### src/rtl/fetch_unit.sv
// Instruction fetch front end: owns the fetch PC, issues in-order imem requests, buffers {instr, pc} in a prefetch FIFO.
// Latency: request accepted in cycle N, 1-cycle memory returns in N+1, instruction visible to the core in N+2 (no bypass).
// Backpressure: credit based; requests stop while outstanding + buffered == DEPTH and resume the cycle after a pop frees one.
//
// Ports:
//   clk, reset                       clock, asynchronous active-high reset
//   imem_req_valid/ready/addr        request channel to instruction memory (addr held while stalled)
//   imem_resp_valid/data             in-order response channel, no backpressure
//   redirect_valid/pc                taken branch/jump from the core; flushes FIFO, drops in-flight responses
//   instr_valid/ready, instr/pc      FIFO head presented to the core; data and pc read 0 when not valid
module fetch_unit #(
  parameter int               XLEN     = 32,
  parameter logic [XLEN-1:0]  RESET_PC = '0,
  parameter int               DEPTH    = 4
) (
  input  logic            clk,
  input  logic            reset,
  output logic            imem_req_valid,
  input  logic            imem_req_ready,
  output logic [XLEN-1:0] imem_req_addr,
  input  logic            imem_resp_valid,
  input  logic [XLEN-1:0] imem_resp_data,
  input  logic            redirect_valid,
  input  logic [XLEN-1:0] redirect_pc,
  output logic            instr_valid,
  input  logic            instr_ready,
  output logic [XLEN-1:0] instr,
  output logic [XLEN-1:0] instr_pc
);

  localparam int              CW      = $clog2(DEPTH + 1);
  localparam int              PW      = $clog2(DEPTH);
  localparam logic [CW:0]     DEPTH_C = (CW + 1)'(DEPTH);

  logic [XLEN-1:0] fetch_pc_q, fetch_pc_d;
  logic [XLEN-1:0] resp_pc_q, resp_pc_d;
  logic [CW-1:0]   outst_q, outst_d;
  logic [CW-1:0]   count_q, count_d;
  logic [CW-1:0]   drop_q, drop_d;
  logic [PW-1:0]   head_q, head_d;
  logic [PW-1:0]   tail_q, tail_d;

  logic [XLEN-1:0] data_mem_q [DEPTH];
  logic [XLEN-1:0] pc_mem_q   [DEPTH];

  logic [CW:0]     credit_sum;
  logic [XLEN-1:0] redir_tgt;
  logic            req_fire;
  logic            resp_acc;
  logic            resp_keep;
  logic            pop;

  // Masking rather than slicing keeps every redirect_pc bit in use.
  assign redir_tgt  = redirect_pc & ~(XLEN'(3));

  // Outstanding requests each own a FIFO slot, so the FIFO can never overflow.
  assign credit_sum     = {1'b0, outst_q} + {1'b0, count_q};
  assign imem_req_valid = !reset && (credit_sum < DEPTH_C) && !redirect_valid;
  assign imem_req_addr  = fetch_pc_q;
  assign req_fire       = imem_req_valid && imem_req_ready;

  // A response with nothing outstanding is a leftover from before reset.
  assign resp_acc  = imem_resp_valid && (outst_q != '0);
  assign resp_keep = resp_acc && (drop_q == '0) && !redirect_valid;

  assign instr_valid = !reset && (count_q != '0);
  assign instr       = instr_valid ? data_mem_q[head_q] : '0;
  assign instr_pc    = instr_valid ? pc_mem_q[head_q]   : '0;
  assign pop         = instr_valid && instr_ready && !redirect_valid;

  always_comb begin
    fetch_pc_d = fetch_pc_q;
    resp_pc_d  = resp_pc_q;
    count_d    = count_q;
    drop_d     = drop_q;
    head_d     = head_q;
    tail_d     = tail_q;
    outst_d    = outst_q + CW'(req_fire) - CW'(resp_acc);

    if (redirect_valid) begin
      // Everything still in flight belongs to the old path; req_fire is 0 here,
      // so outst_d already reflects a same-cycle response.
      fetch_pc_d = redir_tgt;
      resp_pc_d  = redir_tgt;
      count_d    = '0;
      head_d     = '0;
      tail_d     = '0;
      drop_d     = outst_q - CW'(resp_acc);
    end else begin
      if (req_fire) begin
        fetch_pc_d = fetch_pc_q + XLEN'(4);
      end
      if (resp_acc && (drop_q != '0)) begin
        drop_d = drop_q - CW'(1);
      end
      if (resp_keep) begin
        tail_d    = tail_q + PW'(1);
        resp_pc_d = resp_pc_q + XLEN'(4);
      end
      if (pop) begin
        head_d = head_q + PW'(1);
      end
      count_d = count_q + CW'(resp_keep) - CW'(pop);
    end
  end

  always_ff @(posedge clk or posedge reset) begin
    if (reset) begin
      fetch_pc_q <= RESET_PC;
      resp_pc_q  <= RESET_PC;
      outst_q    <= '0;
      count_q    <= '0;
      drop_q     <= '0;
      head_q     <= '0;
      tail_q     <= '0;
    end else begin
      fetch_pc_q <= fetch_pc_d;
      resp_pc_q  <= resp_pc_d;
      outst_q    <= outst_d;
      count_q    <= count_d;
      drop_q     <= drop_d;
      head_q     <= head_d;
      tail_q     <= tail_d;
    end
  end

  // Storage needs no reset: entries are only read while count_q says they are valid.
  always_ff @(posedge clk) begin
    if (resp_keep) begin
      data_mem_q[tail_q] <= imem_resp_data;
      pc_mem_q[tail_q]   <= resp_pc_q;
    end
  end

endmodule

### config.mk
export PLATFORM = sky130hd
export DESIGN_NAME = fetch_unit
export DESIGN_NICKNAME = d
export VERILOG_FILES = /design/src/rtl/fetch_unit.sv
export SDC_FILE = /design/constraint.sdc
export NUM_CORES = 1
export LEC_CHECK = 0
export CORE_MARGIN = 2
export CORE_UTILIZATION = 40
export DETAILED_ROUTE_END_ITERATION = 6
export GPL_ROUTABILITY_DRIVEN = 0
export PLACE_DENSITY = 0.62
export SLEW_MARGIN = 20
export SYNTH_ARGS = -nofsm -noshare
export SYNTH_HDL_FRONTEND = slang
export SYNTH_SLANG_ARGS = --single-unit
export TNS_END_PERCENT = 10
### constraint.sdc
create_clock -name clk -period 11.1 [get_ports clk]
set_input_delay 3.33 -clock clk [delete_from_list [all_inputs] [get_ports clk]]
set_output_delay 3.33 -clock clk [all_outputs]
set_load 0.02 [all_outputs]
* Word level (Yosys, flattened, before mapping)
Memory sizes are Yosys's and may differ from the RTL's.
Index checks and enable logic that the tools add are counted.
** Operators by class
- $add $sub $neg :: 11
- Order comparisons :: 1
- Multiplexer cells :: 15
- Reduce and logical (&&, ||, !) cells :: 20
** Operators with widths (count)
- two-way mux 32 bit :: 6
- adder 32 x 3 -> 32 bit (second input constant) :: 2
- logical AND 1 bit :: 10
- two-way mux 3 bit :: 3
- nonzero test 3 bit :: 3
- subtractor 3 x 1 -> 3 bit :: 3
- two-way mux 2 bit :: 4
- nonzero test 2 bit :: 4
- adder 3 x 1 -> 3 bit :: 2
- adder 2 x 1 -> 2 bit (second input constant) :: 2
- adder 3 x 3 -> 4 bit :: 1
- less-than comparator 4 x 3 -> 1 bit (second input constant) :: 1
- logical NOT 3 bit :: 1
- subtractor 3 x 1 -> 3 bit (second input constant) :: 1
- logical NOT 1 bit :: 2
- two-way mux 1 bit :: 2
** Storage, ports and cells
- Register bits :: 77
- RAM bits :: 256
- Word-level logic and storage cells :: 56
- Memories :: 2
** Memories
- data_mem_q :: words 4, width 32, rd ports 1, clocked after memory_dff 0, wr ports 1, RTL line 43 : logic [XLEN-1:0] data_mem_q [DEPTH];
- pc_mem_q :: words 4, width 32, rd ports 1, clocked after memory_dff 0, wr ports 1, RTL line 44 : logic [XLEN-1:0] pc_mem_q [DEPTH];

* Logic depth before layout (Yosys ltp)
- Depth in word-level cells :: 7
- Depth in mapped cells :: 12
- Mapped depth without buffers :: 12

* Worst setup path after synthesis
OpenSTA, ideal clock, no wires.
- Path type :: input-to-output
- From :: in reset
- To :: out imem_req_valid
- Data arrival time :: 5.344 ns
- Required time :: 7.770 ns
- Slack :: 2.426 ns
- Stages :: 2
- Buffers on the path :: 0
- Cell sequence :: inv_1 and3_1
** On the way
- Longest elaborated chain between the ends :: 3
** RTL lines
- start, declared :: RTL line 17 : input logic reset,
- logical NOT 1 bit (no source line)
- logical AND 1 bit (2 in series) :: RTL line 58 : assign imem_req_valid = !reset && (credit_sum < DEPTH_C) && !redirect_valid;
- end, declared :: RTL line 18 : output logic imem_req_valid,
No other way between the ends.

* Worst setup path in the final report
- From :: in reset
- To :: out instr[30]
** On the way
- Longest elaborated chain between the ends :: 3
** RTL lines
- logical NOT 1 bit (no source line)
- logical AND 1 bit :: RTL line 66 : assign instr_valid = !reset && (count_q != '0);
- two-way mux 32 bit :: RTL line 67 : assign instr = instr_valid ? data_mem_q[head_q] : '0;
- end, declared :: RTL line 27 : output logic [XLEN-1:0] instr,
No other way between the ends.

==> metrics.log <==
[metrics] path category of the worst min-delay check: flip-flop to flip-flop
[metrics] horizontal die dimension: 189 um
[metrics] ant diodes: 0
[metrics] H-Tree Depth: 2
[metrics] later-pin clock latency in the skew report: 0.51 ns
[metrics] antenna violations before repair: 0
[metrics] result of the run: completed
[metrics] Placed Instance Area: 0.0158 mm^2
[metrics] number of failing hold endpoints at the final stage: 0
[metrics] final design area excluding fillers: 0.0168 mm^2
[metrics] Async SR Flop Fraction: 22.7%
[metrics] Hold WS: 0.545 ns
[metrics] total of warnings raised by yosys: 0
[metrics] number of cells produced by synthesis: 866
[metrics] clock buffer depth: 3
[metrics] sequential share of power: 48.2%
[metrics] buffers and inverters on the worst path: 3
[metrics] #FFs+latches synth: 321
[metrics] fraction of final layout cells with drive strength greater than 1: 13.6%
[metrics] met2 Resource Use GR: 25.1%
[metrics] Yosys top cell by area: edfxtp_1
[metrics] combinational share of power: 15.3%
[metrics] setup violation total in the final timing report: 0
[metrics] global-route usage over all layers: 16.5%
[metrics] cell family contributing the most delay on the critical path: buffers and inverters
[metrics] via-per-instance ratio: 5.22
[metrics] dominant cells by area after synthesis: edfxtp_1 (54%), dfrtp_1 (13%), mux4_2 (10%)
[metrics] Arrival @ worst endpoint: 5.60 ns
[metrics] maximum achievable frequency: 0.112 GHz
[metrics] Most common cell on crit path: clkdlybuf4s50_1
[metrics] clock tree from TritonCTS: done
[metrics] Cell Pwr Density: 179 mW/mm^2
[metrics] clk_skew: 0.0153 ns
[metrics] Worst Max-Slew Pin Slew: 0.988 ns
[metrics] critical path type: primary input to output pin
[metrics] most used flip-flop cell after synthesis: edfxtp_1
[metrics] area inside the core boundary: 0.0336 mm^2
[metrics] startpoint kind of the worst setup timing path: primary input
[metrics] CP max stage delay: 0.69 ns
[metrics] number of global-route vias before repair: 7990
[metrics] post-detailed-route wirelength per cell: 19.2 um
[metrics] count of different cell masters after synthesis: 56
[metrics] largest net degree at the start of global routing: 75
[metrics] routed vias: 7869
[metrics] sum of net half-perimeters after detailed placement: 18.3 mm
[metrics] most used routing layer: met2
[metrics] global-route track usage on met3: 3.15%
[metrics] relative slew slack: 34.2%
[metrics] part of the power in the clock network: 36.5%
[metrics] Leakage: 5.66 nW
[metrics] I/O pins: 168
[metrics] share of the yosys chip area belonging to registers: 67.8%
[metrics] post-route DRC violation count: 0
[metrics] Total Die Area: 0.0357 mm^2
[metrics] switch share: 25.7%
[metrics] number of max-cap violations: 0
[metrics] unrepaired setup endpoints after global routing: no
[metrics] setup tns final: 0 ns
[metrics] clock-pin slew reported for the worst setup and hold paths after clock tree synthesis: 0.06 ns
[metrics] aggregate global routing overflow: 0
[metrics] detailed-routing iteration count for the pre-antenna-repair pass: 5
[metrics] Post-DRT Antenna Nets: 0
[metrics] largest vdd supply drop: 0.0842 mV
[metrics] detailed-route wire length: 28.9 mm
[metrics] number of instances in the placed design: 1445
[metrics] count of flip-flops with a built-in enable after synthesis: 248
[metrics] crit share post-route: 80.4%
[metrics] global routing met1 resource utilization: 24.5%
[metrics] violation count after the first detailed-route iteration: 450
[metrics] Max FO, Critical Path: 42
[metrics] count of input and output buffers: 161
[metrics] Mapped Area: 0.0137 mm^2
[metrics] average cell area after synthesis: 15.8 um^2
[metrics] Pins Over Slew Limit: 0
[metrics] Sw Pwr: 0.776 mW
[metrics] global-route wire length before repair: 45.8 mm
[metrics] CTS-repair resized insts: 0
[metrics] Worst path slowest cell: nor2_4
[metrics] fin crit period: 8.93 ns
[metrics] internal power: 2.24 mW
[metrics] Yosys top cell area share: 54.5%
[metrics] number of standard cells in the final layout excluding fillers: 1508
[metrics] list of cells traversed by the critical path: clkdlybuf4s50_1 > nor2_4 > buf_4 > and2_1 > clkdlybuf4s50_1
[metrics] number of buffers created by CTS: 36
[metrics] synth-to-layout area growth: 23.2%
[metrics] die span in y: 189 um
[metrics] number of buffers added to fix hold violations after cts: 0
[metrics] Critical Path End Type: output pin
[metrics] Final #Nets: 1123
[metrics] clock tree root driver cell: clkbuf_16
[metrics] WP data required: 7.77 ns
[metrics] total number of clock tree sinks: 321
[metrics] Setup Buffers After CTS: 0
[metrics] initial core utilization: 40.7%
[metrics] Core Rows: 67
[cell usage in the layout (no fill, tap or decap), types with 5 or more instances in the layout]
| master | n |
|---|---|
| a21boi_0 | 6 |
| a21oi_1 | 12 |
| a31oi_1 | 9 |
| and2_1 | 66 |
| and3_1 | 8 |
| buf_4 | 12 |
| clkbuf_1 | 10 |
| clkbuf_16 | 37 |
| clkdlybuf4s50_1 | 160 |
| clkinv_1 | 6 |
| dfrtp_1 | 71 |
| edfxtp_1 | 248 |
| ha_1 | 16 |
| inv_1 | 21 |
| mux2_2 | 5 |
| mux4_2 | 62 |
| nand2_1 | 46 |
| nand2b_1 | 8 |
| nand3_1 | 28 |
| nand4_1 | 31 |
| nor2_1 | 27 |
| nor3_1 | 10 |
| nor4_1 | 7 |
| o211ai_1 | 9 |
| o21ai_0 | 24 |
| xnor2_1 | 16 |
| xor2_1 | 31 |
[worst min-delay path: stages (launching register included)]
cell      delay [ns]
dfrtp_1         0.34
o211ai_1        0.09
o21ai_0         0.08
[final timing paths]
kind                                        end  depth (start not counted)  slack (ns)       from
worst max-delay path                  instr[30]                          5        2.17      reset
worst min-delay path                  drop_q[1]                          2        0.55  drop_q[1]
worst max register to register  pc_mem_q[1][21]                          6        8.03  drop_q[0]
worst min register to register        drop_q[1]                          2        0.55  drop_q[1]
max in group asynchronous             head_q[0]                          3        6.80      reset
min in group asynchronous             head_q[1]                          3        3.56      reset
[cell type report]
type	instances	area, um^2
Timing Repair Buffer	173	1700
Clock buffer	48	977
Clock inverter	15	113
Multi-Input combinational cell	480	4140
Tap cell	448	561
Fill cell	2838	16800
Sequential cell	321	9280
Inverter	23	86.3
[sequential cells by signal, indices dropped and copies added, names as in the netlist]
signal and cells:
imem_req_addr 30, pc_mem_q 120, tail_q 2, resp_pc_q 30, outst_q 3, data_mem_q 128, drop_q 3, count_q 3
head_q 2
[Yosys cell counts, types with 2 or more instances]
master,count
o21ai_0,24
nor3_4,2
o21ai_1,3
or3_1,3
nand2_1,46
o211ai_1,9
inv_1,22
nand4_1,31
or4_1,2
fa_1,2
nand3_1,28
clkbuf_1,25
dfrtp_1,73
and3_1,8
buf_4,4
and2_1,70
nand2b_1,8
a21oi_1,12
a31oi_1,9
mux2_2,5
and4_1,4
nor3_2,2
a21boi_1,4
edfxtp_1,248
nor4_1,7
buf_2,13
mux4_2,62
o311ai_1,4
ha_1,16
nor3_1,10
a21boi_0,6
nor2_1,28
o31ai_1,4
nand4b_1,2
xor2_1,31
nor2b_1,2
xnor2_1,16
buf_1,3
[cells by family (layout without fill, tap and decap cells)]
family / count (synthesis) / in the layout / share of synthesized area [%]
muxes: 69 / 69 / 10.8
adders and majority gates: 18 / 18 / 1.76
DFF: 321 / 321 / 67.8
other: 1 / 4 / 0.0274
AOI/OAI and AO/OA: 84 / 84 / 4.01
buffers and inverters: 68 / 259 / 2.10
and+or+nand+nor: 258 / 258 / 10.5
xor gates and xnor gates: 47 / 47 / 3.01
[metal layers]
metal / wire length [um] / share of wire [%] / vias up
met5: 0 / 0 / -
met4: 407 / 1.4 / 0
met3: 1770 / 6.1 / 36
met2: 13000 / 45 / 253
met1: 13800 / 48 / 3921
li1: - / - / 3659
[through the flow]
stage | setup WS [ns] | total power, mW | utilization, %
6_report | 2.17 | 3.02 | 50.1
5_1_grt | 1.94 | 3.16 | 50.1
4_1_cts | 2.09 | 3.06 | 50.1
3_5_place_dp | 2.08 | 1.95 | 46.9
3_3_place_gp | 2.11 | 1.94 | 46.9
2_1_floorplan | 2.43 | 1.75 | -
[power by group through the flow]
stage	registers, mW	clock network (mW)	logic [mW]
3_5_place_dp	1.48	0	0.469
5_1_grt	1.47	1.18	0.510
4_1_cts	1.46	1.13	0.470
3_3_place_gp	1.48	0	0.466
6_report	1.45	1.10	0.461
2_1_floorplan	1.46	0	0.284
(Power assumes the default switching activity.)
